--- src/rtl/traffic_light_ctrl.sv ---
// ----------------------------------------------------------------------------
// traffic_light_ctrl
//   Two-road intersection controller. Each road gets a fixed green and yellow
//   phase, and the two roads are separated by all-red clearance intervals. A
//   latched pedestrian request inserts an all-red WALK phase at the next
//   clearance interval. A maintenance request overrides everything with
//   flashing yellow on both roads. All phase timing counts pulses of the
//   shared 1 Hz tick strobe, never raw clock cycles.
//
// Ports
//   clk       in   system clock, all state changes on the rising edge
//   rst_n     in   asynchronous active-low reset
//   tick      in   one-clock timing strobe; phase time advances only on it
//   ped_req   in   pedestrian button level, sampled every clock
//   flash     in   maintenance request level, sampled every clock
//   ns_g/y/r  out  north-south lamps
//   ew_g/y/r  out  east-west lamps
//   walk      out  pedestrian walk lamp
//   ped_wait  out  pedestrian request latched and not yet serviced
//   phase     out  current state code (NS_G=0 ... FLASH=7)
// ----------------------------------------------------------------------------
module traffic_light_ctrl #(
    parameter int GREEN_TICKS  = 5,
    parameter int YELLOW_TICKS = 2,
    parameter int ALLRED_TICKS = 1,
    parameter int WALK_TICKS   = 3,
    parameter int CNT_W        = 4
) (
    input  logic       clk,
    input  logic       rst_n,
    input  logic       tick,
    input  logic       ped_req,
    input  logic       flash,
    output logic       ns_g,
    output logic       ns_y,
    output logic       ns_r,
    output logic       ew_g,
    output logic       ew_y,
    output logic       ew_r,
    output logic       walk,
    output logic       ped_wait,
    output logic [2:0] phase
);

    typedef enum logic [2:0] {
        NS_G  = 3'd0,
        NS_Y  = 3'd1,
        AR_NS = 3'd2,
        EW_G  = 3'd3,
        EW_Y  = 3'd4,
        AR_EW = 3'd5,
        WALK  = 3'd6,
        FLASH = 3'd7
    } state_t;

    localparam logic [CNT_W-1:0] GREEN_LD  = CNT_W'(GREEN_TICKS - 1);
    localparam logic [CNT_W-1:0] YELLOW_LD = CNT_W'(YELLOW_TICKS - 1);
    localparam logic [CNT_W-1:0] ALLRED_LD = CNT_W'(ALLRED_TICKS - 1);
    localparam logic [CNT_W-1:0] WALK_LD   = CNT_W'(WALK_TICKS - 1);

    state_t           state;
    state_t           state_nxt;
    state_t           target;
    logic [CNT_W-1:0] cnt;
    logic [CNT_W-1:0] cnt_nxt;
    logic             ped_wait_nxt;
    logic             next_ns;
    logic             next_ns_nxt;
    logic             fl_bit;
    logic             fl_bit_nxt;

    // The counter is loaded with DUR-1 on entry so a state lasts DUR ticks:
    // the tick seen at cnt==0 is the last one and takes the transition.
    function automatic logic [CNT_W-1:0] load_for(input state_t s);
        case (s)
            NS_G, EW_G:   load_for = GREEN_LD;
            NS_Y, EW_Y:   load_for = YELLOW_LD;
            AR_NS, AR_EW: load_for = ALLRED_LD;
            WALK:         load_for = WALK_LD;
            default:      load_for = '0;
        endcase
    endfunction

    // State, phase counter, pedestrian latch, road-after-walk flag and the
    // flash blink bit. Reset starts a fresh full NS green phase.
    always_ff @(posedge clk or negedge rst_n) begin
        if (!rst_n) begin
            state    <= NS_G;
            cnt      <= GREEN_LD;
            ped_wait <= 1'b0;
            next_ns  <= 1'b0;
            fl_bit   <= 1'b0;
        end else begin
            state    <= state_nxt;
            cnt      <= cnt_nxt;
            ped_wait <= ped_wait_nxt;
            next_ns  <= next_ns_nxt;
            fl_bit   <= fl_bit_nxt;
        end
    end

    // Next-state logic. Priority is flash entry first, then leaving FLASH,
    // then tick-driven phase timing. A tick that coincides with the flash
    // assertion is simply swallowed because the flash branch wins.
    always_comb begin
        state_nxt    = state;
        cnt_nxt      = cnt;
        ped_wait_nxt = ped_wait | ped_req;
        next_ns_nxt  = next_ns;
        fl_bit_nxt   = fl_bit;
        target       = state;

        // Button presses while the walk lamp is already lit are not remembered.
        if (state == WALK) begin
            ped_wait_nxt = ped_wait;
        end

        if (flash && (state != FLASH)) begin
            state_nxt  = FLASH;
            fl_bit_nxt = 1'b1;
        end else if (state == FLASH) begin
            if (!flash) begin
                // Leave maintenance through a clearance interval into NS green.
                state_nxt   = AR_EW;
                cnt_nxt     = ALLRED_LD;
                next_ns_nxt = 1'b1;
            end else if (tick) begin
                fl_bit_nxt = ~fl_bit;
            end
        end else if (tick) begin
            if (cnt != '0) begin
                cnt_nxt = cnt - 1'b1;
            end else begin
                case (state)
                    NS_G:  target = NS_Y;
                    NS_Y:  target = AR_NS;
                    AR_NS: begin
                        target      = ped_wait ? WALK : EW_G;
                        next_ns_nxt = 1'b0;
                    end
                    EW_G:  target = EW_Y;
                    EW_Y:  target = AR_EW;
                    AR_EW: begin
                        target      = ped_wait ? WALK : NS_G;
                        next_ns_nxt = 1'b1;
                    end
                    WALK:  target = next_ns ? NS_G : EW_G;
                    default: target = NS_G;
                endcase
                state_nxt = target;
                cnt_nxt   = load_for(target);
                // Entering WALK services the request, overriding a new press.
                if (target == WALK) begin
                    ped_wait_nxt = 1'b0;
                end
            end
        end
    end

    // Moore lamp decode. Every non-flash state lights exactly one lamp per
    // road; FLASH blinks both yellows together.
    always_comb begin
        ns_g = 1'b0;
        ns_y = 1'b0;
        ns_r = 1'b0;
        ew_g = 1'b0;
        ew_y = 1'b0;
        ew_r = 1'b0;
        walk = 1'b0;
        case (state)
            NS_G:  begin ns_g = 1'b1; ew_r = 1'b1; end
            NS_Y:  begin ns_y = 1'b1; ew_r = 1'b1; end
            EW_G:  begin ns_r = 1'b1; ew_g = 1'b1; end
            EW_Y:  begin ns_r = 1'b1; ew_y = 1'b1; end
            AR_NS, AR_EW: begin ns_r = 1'b1; ew_r = 1'b1; end
            WALK:  begin ns_r = 1'b1; ew_r = 1'b1; walk = 1'b1; end
            FLASH: begin ns_y = fl_bit; ew_y = fl_bit; end
            default: begin ns_r = 1'b1; ew_r = 1'b1; end
        endcase
    end

    assign phase = state;

endmodule

--- config.mk ---
export PLATFORM = sky130hd
export DESIGN_NAME = traffic_light_ctrl
export DESIGN_NICKNAME = d
export VERILOG_FILES = /design/src/rtl/traffic_light_ctrl.sv
export SDC_FILE = /design/constraint.sdc
export NUM_CORES = 1
export LEC_CHECK = 0
export BUFFER_PORTS_ARGS = -buffer_cell sky130_fd_sc_hd__buf_2
export CAP_MARGIN = 20
export CORE_MARGIN = 2
export CORE_UTILIZATION = 50
export DETAILED_ROUTE_END_ITERATION = 16
export GPL_TIMING_DRIVEN = 1
export HOLD_SLACK_MARGIN = 0.08
export PLACE_DENSITY = 0.73
export SLEW_MARGIN = 40
export SYNTH_ARGS = -nofsm -noshare
export SYNTH_HDL_FRONTEND = slang
export SYNTH_SLANG_ARGS = --single-unit
--- constraint.sdc ---
create_clock -name clk -period 1.9 [get_ports clk]
set_input_delay 0.38 -clock clk [delete_from_list [all_inputs] [get_ports clk]]
set_output_delay 0.38 -clock clk [all_outputs]
set_load 0.02 [all_outputs]
### Word-level counts from Yosys, hierarchy flattened

Cells that the tools add are included.

* $add $sub $neg: 1
* eq/ne operators: 16
* muxes and demuxes: 40
* bitwise operators: 3
* reduce and logical (&&, ||, !) cells: 18

Operators by type and width (number)
* $mux W3: 11
* $pmux W3 S7: 1
* $mux W1: 19
* $eq A3 B3 Y1 const B: 6
* $mux W4: 4
* $reduce_or A5 Y1: 2
* $eq A3 B2 Y1 const B: 3
* $ne A3 B3 Y1 const B: 3
* $pmux W3 S3: 1
* $reduce_and A3 Y1: 3
* $reduce_bool A2 Y1: 4
* $eq A3 B1 Y1 const B: 2
* $logic_not A3 Y1: 2
* $pmux W1 S2: 3
* $reduce_bool A3 Y1: 2
* $reduce_and A5 Y1: 1
* $ne A2 B2 Y1 const B: 2
* $reduce_bool A4 Y1: 1
* $reduce_or A2 Y1: 2
* $sub A4 B1 Y4 const B: 1
* $mux W2: 1
* $not A1 Y1: 2
* $logic_and A1 B1 Y1: 1
* $or A1 B1 Y1: 1

* register bits after elaboration: 10
* output and inout bits: 11
* logic and storage cells: 83

### Logic depth before layout (Yosys ltp)

* word-level depth: 12
* depth in mapped cells: 5
* gate-level depth less buffers: 5

### Worst setup path after synthesis

OpenSTA, ideal clock, no wires.

* kind: reg2out
* from: register state[1], in the netlist phase[1]
* to: output port ew_r
* arrival time: 1.453 ns
* required time: 1.520 ns
* path slack: 0.067 ns
* stages on the path, launching flop included: 5
* path through: dfrtp_1 buf_6 clkbuf_1 nor2_1 a21boi_0

* cells in the longest elaborated chain, start to end: 3

RTL lines
* from (decl): RTL line 61 `state_t state;`
* from (signal assigned): RTL line 94 `state <= state_nxt;`
* $eq A3 B3 Y1 (tied with other cells): RTL line 170 `case (state)`
* $reduce_or A5 Y1 (no source line) (*)
* $mux W1 (*): RTL line 170
* to (decl): RTL line 39 `output logic ew_r,`

Every way passes the cells marked *; elsewhere a longest branch is shown, timed or not.

### Final worst setup path

* from: register state[0], in the netlist phase[0]
* to: output port ns_r

* cells in the longest elaborated chain, start to end: 3

RTL lines
* $eq A3 B3 Y1 / $eq A3 B2 Y1 (equally long branches): RTL line 170
* $reduce_or A5 Y1 (no source line) (*)
* $mux W1 (*): RTL line 170
* to (decl): RTL line 36 `output logic ns_r,`

Marks and branches as above.

==> flow_summary.toml <==
[run_status]
outcome = "completed"

[timing]
setup_viol = 0
hold_ws_ps = 414.1
fmax_ghz = 0.5681
timing.final.max_slew_violations = 0
period_needed_ps = 1760
hold_viol = 0
setup_ws_ps = 139.9
slew_headroom_pct = 69.21
finClkSkew_ps = 2.482
fin_tns_setup_ps = 0
fin_crit_sh_pct = 92.64
tightestPinTransition_ps = 461.8
rsz0062_at_grt = "no"

[synthesis]
synth_top_area_share_pct = 25.82
ys_types = 47
synth.most_common_cell = "nor2_1"
ys_ff_latch = 10
synth_area_per_cell_um2 = 8.550
synth_ff_type = "dfrtp_1"
yosysTopAreaCell = "dfrtp_1"
ys_seq_area_share_pct = 28.84
synth_edf_count = 0
synthArstFlopShare_pct = 100.0
ys_top_cells_by_count = "nor2_1 (10), dfrtp_1 (9), nor2b_1 (6), inv_1 (5)"
netlist_instances = 102
mappedNetlistArea_um2 = 872.1
yosys_warnings = 0
syn_nets = 109
synth_area_leaders = "dfrtp_1 (26%), nor2_1 (4.3%), nor2b_1 (4.3%)"

[pwr]
comb_power_share_pct = 59.4
power_leakage_nw = 0.4181
seqPwrFrac_pct = 29.0
pwr-share-clk_pct = 11.6
ir_drop_mv = 0.8074
swShare_pct = 46.79
p_int_mw = 0.8616
p_switching_mw = 0.7578
power.density_mw_per_mm2 = 1683

[worst_setup_path]
cp_cell_sequence = "and3_4 > nor2_1 > buf_2"
path_class = "reg -> out"
critical_path.max_stage_delay_ps = 630
start_kind = "flop"
slowest_stage = "dfrtp_1"
worstPathRequired_ps = 1520
critPathMaxFanout = 17
path_delay_family = "flip-flops"
path_buf_inv = 1
endpoint_kind = "output pin"
arrival_ps = 1380

[floorplanning]
start_util_pct = 51.63
die_h_um = 45.77
top_level_ports = 16
die_w_um = 45.77
dieArea_mm2 = 0.002094
num_rows = 15
core_area_mm2 = 0.001689

[min_path]
worstHoldPathType = "in -> reg"

[finish]
antenna_cells = 0
drive_above_1_share_pct = 25.66
utilization_pct = 56.96
fill_cells = 157
multiInputGateArea_um2 = 540.5
syn2layout_area_growth_pct = 10.33
fin_nets = 121
instances_no_fill = 130
seq_area_um2 = 252.7

[detailed_routing]
post_drt_wl_per_cell_um = 13.74
num_vias = 815
antenna_left = 0
via_per_inst = 6.269
remaining_drc_errors = 0
wirelength_um = 1786
drtIter0Drc = 29
dr.pass1.iters = 4

[clocking]
cts_tree = "yes"
clock_sinks = 10
numCtsBuffers = 3
cts_htree_levels = 1
cts_root_buf = "clkbuf_4"
clockBufferDepth = 2
clkTransAtPathRegs_ps = 60
clock_latency_ps = 270

[global_route]
grt_pass1_wl_um = 2939
grt.total_usage_pct = 19.44
grt_max_degree = 21
grt_antenna_before_repair = 0
overflow = 0
grt_pass1_vias = 646

[placement]
dp.cells = 125
pre_cts_slack_ps = 239.5
portBuffers = 15
place_congestion = 0.8797
hpwl_um = 1305

[flow_run]
drv_cap = 0
==> kinds of logic (layout without fill, tap and decap cells) <==
logic type / after synthesis / after routing / synth area share (%)
mux: 1 / 1 / 1.291
compound gates: 28 / 28 / 25.25
buf+inv: 15 / 26 / 9.183
simple gates: 46 / 46 / 32.57
flops: 10 / 10 / 28.84
fa+ha+maj: 2 / 2 / 2.869
==> metrics by stage <==
stage          area (µm²)  total power [mW]
2_1_floorplan       872.1             1.248
3_3_place_gp        914.6             1.415
3_5_place_dp        914.6             1.430
4_1_cts             960.9             1.624
5_1_grt             962.2             1.770
6_report            962.2             1.619
==> registers in the layout, summed over array words and instances, names as in the netlist <==
| name | count |
|---|---|
| fl_bit | 1 |
| cnt | 4 |
| phase | 3 |
| next_ns | 1 |
| ped_wait | 1 |
==> area by class of cell <==
type	instances	share of cell area (%)
Clock buffer	4	3.771
Tap cell	17	2.211
Timing Repair Buffer	17	9.623
Inverter	5	1.951
Sequential cell	10	26.27
Multi-Input combinational cell	77	56.18
==> path summary, 6_finish.rpt <==
kind | slack [ps] | endpoint | depth (start not counted) | start
worst max register to register | 230 | cnt[0] | 5 | cnt[0]
min in group asynchronous | 500 | cnt[0] | 2 | rst_n
worst max-delay path | 140 | ns_r | 3 | phase[0]
max in group asynchronous | 1140 | cnt[2] | 2 | rst_n
worst min register to register | 570 | cnt[1] | 2 | cnt[1]
worst min-delay path | 410 | ped_wait | 3 | ped_req
==> routing by layer <==
metal  track usage, %  up-vias  part of all wire, %  routed length [µm]
met5                0        -                    0                   0
met4            2.286        0                 0.45                   8
met3            7.937        2                  5.9                 106
met2            30.14       24                   48                 855
met1            26.29      383                   46                 815
li1                 -      406                    -                   -
==> tightest hold or removal path, cell delays in order <==
cell and delay, ps:
buf_2 70, a21oi_1 50, a31oi_1 130
==> repair_timing <==
action,4_1_cts,5_1_grt
hold buffers,1,0
endpoints found under the hold margin,9,0
endpoints found under the setup margin,0,3
setup buffers,0,0
gates resized for setup,0,1
==> cell usage in the layout, fill, tap and decap left out, types with 3 or more instances in the layout <==
master,netlist,routed
nand2_1,4,4
nor2_1,10,10
nand3_1,3,3
o21bai_1,3,3
a21oi_1,3,3
a221oi_1,3,3
nor3_1,3,3
buf_2,4,15
clkbuf_4,0,3
nor2b_1,6,6
dfrtp_1,9,8
inv_1,5,5
==> power groups by stage <==
stage / registers, mW / clock network (mW) / logic (mW)
after floorplan: 0.394 / 0 / 0.854
after global placement: 0.462 / 0 / 0.953
after detailed placement: 0.469 / 0 / 0.961
after CTS: 0.464 / 0.194 / 0.965
after global routing: 0.491 / 0.201 / 1.08
final: 0.469 / 0.188 / 0.962
Power figures use the tool's default switching activity.
